--- src/rtl/vga_timing_pkg.sv ---
// +---------------------------------------------------------------+
// | vga_timing_pkg: default 640x480@60 timing and scan FSM states |
// | rev 1.0                                                       |
// +---------------------------------------------------------------+
`default_nettype none

package vga_timing_pkg;

  localparam int DEF_H_ACTIVE     = 640;
  localparam int DEF_H_FP         = 16;
  localparam int DEF_H_SYNC       = 96;
  localparam int DEF_H_BP         = 48;
  localparam int DEF_V_ACTIVE     = 480;
  localparam int DEF_V_FP         = 10;
  localparam int DEF_V_SYNC       = 2;
  localparam int DEF_V_BP         = 33;
  localparam int DEF_H_TOTAL      = DEF_H_ACTIVE + DEF_H_FP + DEF_H_SYNC + DEF_H_BP;
  localparam int DEF_V_TOTAL      = DEF_V_ACTIVE + DEF_V_FP + DEF_V_SYNC + DEF_V_BP;
  localparam int DEF_FRAME_PIXELS = DEF_H_ACTIVE * DEF_V_ACTIVE;
  localparam int CNT_W            = 10;

  typedef enum logic {
    ST_IDLE = 1'b0,
    ST_SCAN = 1'b1
  } scan_state_e;

endpackage

`default_nettype wire

--- src/rtl/vga_timing_gen.sv ---
// +---------------------------------------------------------------+
// | vga_timing_gen: h/v raster counters, active flag, raw syncs   |
// | rev 1.0                                                       |
// +---------------------------------------------------------------+
`default_nettype none

module vga_timing_gen
  import vga_timing_pkg::*;
#(
  parameter int H_ACTIVE = DEF_H_ACTIVE,
  parameter int H_FP     = DEF_H_FP,
  parameter int H_SYNC   = DEF_H_SYNC,
  parameter int H_BP     = DEF_H_BP,
  parameter int V_ACTIVE = DEF_V_ACTIVE,
  parameter int V_FP     = DEF_V_FP,
  parameter int V_SYNC   = DEF_V_SYNC,
  parameter int V_BP     = DEF_V_BP
) (
  input  logic clk,
  input  logic rst,
  input  logic run,
  output logic active,
  output logic hsync_raw,
  output logic vsync_raw,
  output logic origin,
  output logic frame_end
);

  localparam logic [CNT_W-1:0] H_ACT    = CNT_W'(H_ACTIVE);
  localparam logic [CNT_W-1:0] V_ACT    = CNT_W'(V_ACTIVE);
  localparam logic [CNT_W-1:0] H_LAST   = CNT_W'(H_ACTIVE + H_FP + H_SYNC + H_BP - 1);
  localparam logic [CNT_W-1:0] V_LAST   = CNT_W'(V_ACTIVE + V_FP + V_SYNC + V_BP - 1);
  localparam logic [CNT_W-1:0] HS_START = CNT_W'(H_ACTIVE + H_FP);
  localparam logic [CNT_W-1:0] HS_END   = CNT_W'(H_ACTIVE + H_FP + H_SYNC - 1);
  localparam logic [CNT_W-1:0] VS_START = CNT_W'(V_ACTIVE + V_FP);
  localparam logic [CNT_W-1:0] VS_END   = CNT_W'(V_ACTIVE + V_FP + V_SYNC - 1);

  logic [CNT_W-1:0] h_cnt;
  logic [CNT_W-1:0] v_cnt;

  // Counters park at the origin while idle so a new scan always begins at (0,0).
  always_ff @(posedge clk or posedge rst) begin
    if (rst) begin
      h_cnt <= '0;
      v_cnt <= '0;
    end else if (!run) begin
      h_cnt <= '0;
      v_cnt <= '0;
    end else if (h_cnt == H_LAST) begin
      h_cnt <= '0;
      v_cnt <= (v_cnt == V_LAST) ? '0 : v_cnt + 1'b1;
    end else begin
      h_cnt <= h_cnt + 1'b1;
    end
  end

  assign active    = run && (h_cnt < H_ACT) && (v_cnt < V_ACT);
  assign hsync_raw = !((h_cnt >= HS_START) && (h_cnt <= HS_END));
  assign vsync_raw = !((v_cnt >= VS_START) && (v_cnt <= VS_END));
  assign origin    = run && (h_cnt == '0) && (v_cnt == '0);
  assign frame_end = (h_cnt == H_LAST) && (v_cnt == V_LAST);

endmodule

`default_nettype wire

--- src/rtl/sram_vga_reader.sv ---
// +---------------------------------------------------------------+
// | sram_vga_reader: raster SRAM scanout with 640x480@60 timing   |
// | rev 1.0                                                       |
// +---------------------------------------------------------------+
`default_nettype none

module sram_vga_reader
  import vga_timing_pkg::*;
#(
  parameter int H_ACTIVE = DEF_H_ACTIVE,
  parameter int H_FP     = DEF_H_FP,
  parameter int H_SYNC   = DEF_H_SYNC,
  parameter int H_BP     = DEF_H_BP,
  parameter int V_ACTIVE = DEF_V_ACTIVE,
  parameter int V_FP     = DEF_V_FP,
  parameter int V_SYNC   = DEF_V_SYNC,
  parameter int V_BP     = DEF_V_BP,
  parameter int ADDR_W   = 20,
  parameter int DATA_W   = 16
) (
  input  logic              clk,
  input  logic              rst,
  input  logic              enable,
  output logic [ADDR_W-1:0] sram_addr,
  output logic              sram_oe_n,
  input  logic [DATA_W-1:0] sram_dq_in,
  output logic [DATA_W-1:0] pixel,
  output logic              hsync,
  output logic              vsync,
  output logic              blank_n,
  output logic              frame_start,
  output logic              running
);

  localparam logic [ADDR_W-1:0] ADDR_LAST = ADDR_W'(H_ACTIVE * V_ACTIVE - 1);

  scan_state_e       state;
  logic              run;
  logic              active;
  logic              hsync_raw;
  logic              vsync_raw;
  logic              origin;
  logic              frame_end;
  logic [ADDR_W-1:0] addr;
  logic              active_d1;
  logic              hsync_d1;
  logic              vsync_d1;
  logic              fs_d1;

  assign run = (state == ST_SCAN);

  vga_timing_gen #(
    .H_ACTIVE (H_ACTIVE),
    .H_FP     (H_FP),
    .H_SYNC   (H_SYNC),
    .H_BP     (H_BP),
    .V_ACTIVE (V_ACTIVE),
    .V_FP     (V_FP),
    .V_SYNC   (V_SYNC),
    .V_BP     (V_BP)
  ) u_timing (
    .clk       (clk),
    .rst       (rst),
    .run       (run),
    .active    (active),
    .hsync_raw (hsync_raw),
    .vsync_raw (vsync_raw),
    .origin    (origin),
    .frame_end (frame_end)
  );

  // Leaving SCAN is only honoured on the last clock of a frame.
  always_ff @(posedge clk or posedge rst) begin
    if (rst) begin
      state     <= ST_IDLE;
      running   <= 1'b0;
      sram_oe_n <= 1'b1;
    end else begin
      case (state)
        ST_IDLE: begin
          if (enable) begin
            state     <= ST_SCAN;
            running   <= 1'b1;
            sram_oe_n <= 1'b0;
          end
        end
        ST_SCAN: begin
          if (frame_end && !enable) begin
            state     <= ST_IDLE;
            running   <= 1'b0;
            sram_oe_n <= 1'b1;
          end
        end
        default: begin
          state     <= ST_IDLE;
          running   <= 1'b0;
          sram_oe_n <= 1'b1;
        end
      endcase
    end
  end

  // Linear address; sram_addr only follows it on active pixels so it holds through blanking.
  always_ff @(posedge clk or posedge rst) begin
    if (rst) begin
      addr      <= '0;
      sram_addr <= '0;
    end else if (!run) begin
      addr      <= '0;
    end else if (active) begin
      sram_addr <= addr;
      addr      <= (addr == ADDR_LAST) ? '0 : addr + 1'b1;
    end
  end

  // Two-stage delay so syncs, blank and frame_start line up with the returned data.
  always_ff @(posedge clk or posedge rst) begin
    if (rst) begin
      active_d1   <= 1'b0;
      hsync_d1    <= 1'b1;
      vsync_d1    <= 1'b1;
      fs_d1       <= 1'b0;
      pixel       <= '0;
      hsync       <= 1'b1;
      vsync       <= 1'b1;
      blank_n     <= 1'b0;
      frame_start <= 1'b0;
    end else begin
      active_d1   <= active;
      hsync_d1    <= hsync_raw;
      vsync_d1    <= vsync_raw;
      fs_d1       <= origin;
      pixel       <= active_d1 ? sram_dq_in : '0;
      hsync       <= hsync_d1;
      vsync       <= vsync_d1;
      blank_n     <= active_d1;
      frame_start <= fs_d1;
    end
  end

endmodule

`default_nettype wire

--- config.mk ---
export PLATFORM = sky130hd
export DESIGN_NAME = sram_vga_reader
export DESIGN_NICKNAME = d
export VERILOG_FILES = /design/src/rtl/vga_timing_pkg.sv /design/src/rtl/vga_timing_gen.sv /design/src/rtl/sram_vga_reader.sv
export SDC_FILE = /design/constraint.sdc
export NUM_CORES = 1
export LEC_CHECK = 0
export ABC_AREA = 1
export BUFFER_PORTS_ARGS = -buffer_cell sky130_fd_sc_hd__buf_2
export CAP_MARGIN = 20
export CORE_UTILIZATION = 51
export DETAILED_ROUTE_END_ITERATION = 8
export PLACE_DENSITY = 0.75
export SKIP_CTS_REPAIR_TIMING = 1
export SYNTH_ARGS = -nofsm -noshare
export SYNTH_HDL_FRONTEND = slang
export SYNTH_SLANG_ARGS = --single-unit
--- constraint.sdc ---
create_clock -name clk -period 2.2 [get_ports clk]
set_input_delay 0.11 -clock clk [delete_from_list [all_inputs] [get_ports clk]]
set_output_delay 0.11 -clock clk [all_outputs]
set_load 0.1 [all_outputs]
* Word-level counts from Yosys, hierarchy flattened
Cells that the tools add are included.
** Word-level totals
- Flip-flop bits (word level) :: 87
- Input bits :: 19
- Output and inout bits :: 42
** Cells by class
- $add $sub $neg :: 3
- Magnitude comparators :: 6
- Equal/unequal tests :: 7
- Mux-type cells :: 18
- Bitwise gates (word level) :: 1
- Reductions and logical operators :: 15
** Operators with widths (count)
- $mux 20 :: 3
- $mux 10 :: 5
- $add 10x1->10 const B :: 2
- $add 20x1->20 const B :: 1
- $eq 10x10->1 const B :: 2
- $eq 20x19->1 const B :: 1
- $logic_not 10->1 :: 2
- $mux 16 :: 1
- $ge 10x10->1 const B :: 1
- $ge 10x9->1 const B :: 1
- $le 10x10->1 const B :: 1
- $le 10x9->1 const B :: 1
- $lt 10x10->1 const B :: 1
- $lt 10x9->1 const B :: 1
- $logic_and 1x1->1 :: 8
- $mux 1 :: 6
- $ne 2x1->1 const B :: 3
- $pmux 1 s2 :: 3
- $reduce_and 2->1 :: 2
- $logic_not 1->1 :: 3
- $ne 2x2->1 const B :: 1
- $not 1->1 :: 1

* Longest topological paths before layout
- Depth in word-level cells :: 5
- Mapped depth :: 10

* Modules after synthesis
Synthesis repeated with hierarchy kept, for this count alone.
** Unflattened totals
- Cells, all modules :: 484
- Area, all modules :: 4237.8 µm²
** Modules (own cells, without submodules)
- sram_vga_reader :: times used 1, cells an instance 310, area each 2924.1 µm²
- vga_timing_gen :: times used 1, cells an instance 174, area each 1313.8 µm²

* Least setup slack after synthesis
No wires, ideal clock.
- Path type :: reg-to-reg
- Start point :: reg addr[1]
- End point :: reg addr[4]
- Arrival time :: 1.307 ns
- Required time :: 2.069 ns
- Path slack :: 0.762 ns
- Cell stages (with the launch flop) :: 8
- Clock period less this slack :: 1.438 ns
- Cell sequence :: dfrtp_1 ha_1 nand2_1 nor2_1 nand3_1 o21ai_2 buf_6 o22ai_2
** On the way
- Cells in the longest elaborated chain, start to end :: 4
- Elaborated cells between the ends (all ways) :: 5
- Those cells by class :: add/sub (1); eq/ne (1); mux (3)
** Ends and longest elaborated chain
- start, declared :: RTL line sram_vga_reader.sv:44 : logic [ADDR_W-1:0] addr;
- start signal, assigned :: RTL line sram_vga_reader.sv:112 : addr <= (addr == ADDR_LAST) ? '0 : addr + 1'b1;
- $add 20x1->20 or $eq 20x19->1 (tied branches) :: RTL line sram_vga_reader.sv:112
- $mux 20 * :: RTL line sram_vga_reader.sv:112
- $mux 20 * :: RTL line sram_vga_reader.sv:110 : end else if (active) begin
- $mux 20 * :: RTL line sram_vga_reader.sv:108 : end else if (!run) begin
Every way passes the cells marked *; elsewhere a longest branch is shown, timed or not. The select of a mux whose other input is x is not followed.
A chain may end at the register's enable or synchronous reset.

* Worst setup path after layout
- Start point :: reg u_timing.h_cnt[0]
- End point :: reg u_timing.h_cnt[2]
** On the way
- Cells in the longest elaborated chain, start to end :: 3
- Elaborated cells between the ends (all ways) :: 4
- Those cells by class :: add/sub (1); eq/ne (1); mux (2)
** Ends and longest elaborated chain
- start, declared :: RTL line vga_timing_gen.sv:38 : logic [CNT_W-1:0] h_cnt;
- start signal, assigned :: RTL line vga_timing_gen.sv:53 : h_cnt <= h_cnt + 1'b1;
- $add 10x1->10 or $eq 10x10->1 (tied branches) :: RTL line vga_timing_gen.sv:53, vga_timing_gen.sv:49
- $mux 10 * :: RTL line vga_timing_gen.sv:49 : end else if (h_cnt == H_LAST) begin
- $mux 10 * :: RTL line vga_timing_gen.sv:46 : end else if (!run) begin
Every way passes the cells marked *; elsewhere a longest branch is shown, timed or not.

==> impl_metrics.yaml <==
outcome:
  outcome: "completed"
setup_path:
  critPathCaptureType: "register"
  cp_max_fo: 19
  r2r-end: "u_timing.h_cnt[2]"
  cp_data_arrival_time_ns: 2.06
  cp.required_ns: 2.44
  rr_startpoint: "u_timing.h_cnt[0]"
  crit_type: "register to register"
  cp-start-kind: "register"
  r2r_cells: 8
  rrSetupSlack_ns: 0.39
routing:
  drcViolationCount: 0
  ant_nets: 0
  viasPerCell: 4.97
  via_count: 3431
  drt_iter0_drc: 172
  wire_per_inst_microns: 12.4
  detail_route.first_pass.iterations: 4
  wirelength_mm: 8.59
floorplanning:
  die_x_microns: 92.7
  start_util_pct: 53.4
  core_area_sq_um: 7850
  io-pin-count: 61
  row_count: 32
  die-area_sq_um: 8590
  die_height_microns: 92.7
placement:
  io_buffers: 60
  dp_hpwl_mm: 5.96
  placedCellCount: 658
  globalplace.congestion: 0.867
timing:
  setup_tns_ns: 0
  setup_viol_count_final: 0
  timing_hold_violations_final: 0
  grt_setup_unrepaired: "no"
  whs_ns: 0.0130
  slew_violations: 0
  max_freq_mhz: 552
  worst_slew_pin_slew_ns: 0.599
  relSlewSlack_pct: 60.0
  min_period_ns: 1.81
  timing.final.crit_share_pct: 82.4
  worst_clock_skew_ns: 0.0133
clocking:
  cts_num_sinks: 87
  clk_latency_ns: 0.36
  htreeDepth: 3
  cts_max_path_buffers: 2
  cts_tree: "done"
  path_clk_slew_ns: 0.08
  clock-root-buffer: "clkbuf_8"
  cts_made_buffers: 9
yosys:
  yosysWarnings: 0
  synth_fp_nets: 526
  netlist_area_sq_um: 4190
  netlist_instances: 502
  syn_avg_cell_area_sq_um: 8.35
  yosys_register_bits: 87
  ys_seq_area_share_pct: 52.1
  synth_cell_types: 31
finish:
  drive_gt1_share_pct: 18.7
  fin_nets: 608
  layout.cells.non_filler: 691
  finish.utilization_pct: 63.5
  insertedDiodeCount: 0
  area_delta_synth_final_pct: 18.9
power_and_ir_drop:
  p_leak_nw: 2.64
  ir_drop_mv: 0.294
  p_per_area_nw_per_um2: 635
  power.total_w: 0.00317
global_route:
  track_usage_pct: 20.9
  grt_max_degree: 41
  grt_pass1_vias: 3194
  grt_pass1_wl_mm: 14.1
  grt.overflow.total: 0
  antenna_found_initial: 0
min_path:
  hold_depth: 3
  min_to: "run"
  worstHoldStart: "enable"
  hold_path_class: "primary input to register"
job:
  drv_cap: 0
==> worst max-delay path: stages (launching register included) <==
cell and delay (ns):
dfrtp_1 0.41, ha_1 0.22, nand3_1 0.18, nor2_1 0.19, nand2_1 0.13, nand2_2 0.28, inv_1 0.13, o21ai_0 0.11
a21oi_1 0.06
==> layer usage <==
metal	vias to the layer above	wire length [microns]	global-route usage (%)
li1	1729	-	-
met1	1605	4030	27.4
met2	77	4090	33.5
met3	20	274	4.52
met4	0	197	8.97
met5	-	0	0
==> cell families after synthesis <==
family	after synthesis	synth area share [%]
DFF	87	52.1
buffers and inverters	88	9.28
xor gates and xnor gates	12	2.51
AOI/OAI and AO/OA	53	7.88
and+or+nand+nor	257	26.8
adders and majority gates	5	1.49
==> where the power goes <==
part | switching [W] | leakage, nW | total, W | internal, W
sequential | 0.00000375 | 1.10 | 0.00162 | 0.00161
clock | 0.000563 | 0.114 | 0.00132 | 0.000760
combinational | 0.000174 | 1.43 | 0.000227 | 0.0000524
total | 0.000741 | 2.64 | 0.00317 | 0.00243
==> worst max path at each step <==
stage,from,end,slack (ns),cells after the start
2_1_floorplan,addr[1],addr[4],0.76,7
3_3_place_gp,u_timing.h_cnt[0],u_timing.h_cnt[2],0.57,8
3_5_place_dp,u_timing.h_cnt[0],u_timing.h_cnt[2],0.41,8
4_1_cts,u_timing.h_cnt[0],u_timing.h_cnt[2],0.39,8
5_1_grt,u_timing.h_cnt[0],u_timing.h_cnt[2],0.19,8
6_report,u_timing.h_cnt[0],u_timing.h_cnt[2],0.39,8
==> Yosys cell counts, drive strengths merged <==
cell type / instances / area share (%)
o21ai: 37 / 4.9
nand2: 155 / 14
nand3b: 1 / 0.18
nand4: 13 / 1.9
a21oi: 9 / 1.2
o22ai: 5 / 1.5
xor2: 11 / 2.3
nor2: 47 / 5.0
buf: 8 / 2.1
xnor2: 1 / 0.21
inv: 77 / 7.0
nor4: 2 / 0.30
o21bai: 1 / 0.18
clkbuf: 3 / 0.27
nand3: 32 / 4.1
dfstp: 5 / 3.1
nor3: 7 / 0.84
dfrtp: 82 / 49
ha: 5 / 1.5
o31ai: 1 / 0.18
==> sequential cells by signal, summed over array words and instances (netlist names) <==
signal / flops
sram_oe_n: 1
pixel: 16
vsync_d1: 1
addr: 20
u_timing.h_cnt: 10
run: 1
blank_n: 1
active_d1: 1
sram_addr: 20
u_timing.v_cnt: 10
hsync_d1: 1
fs_d1: 1
frame_start: 1
vsync: 1
running: 1
hsync: 1
==> stage by stage <==
step,setup WS [ns],instance area (sq um)
2_1_floorplan,0.762,4200
3_3_place_gp,0.567,4580
3_5_place_dp,0.410,4580
4_1_cts,0.390,4810
5_1_grt,0.194,4980
6_report,0.388,4980
==> cells in the final DEF (no fill, tap or decap), drive strengths merged <==
cell,n
xnor2,1
o22ai,5
dfstp,5
a21oi,9
ha,5
nor2,47
o31ai,1
o21bai,1
xor2,11
inv,77
nor3,7
dfrtp,82
nand3,32
nand2,155
bufinv,3
clkinvlp,2
clkbuf,11
nand3b,1
nor4,2
buf,65
dlygate4sd3,17
nand4,13
o21ai,37
==> final cells by class <==
type / count / area (sq um)
inverters: 77 / 295
fillers: 655 / 2860
well taps: 102 / 128
repair buffers: 82 / 520
flip-flops and latches: 87 / 2180
clock inverters: 5 / 106
clock buffers: 11 / 131
multi-input cells: 327 / 1620
(Power assumes the default switching activity.)
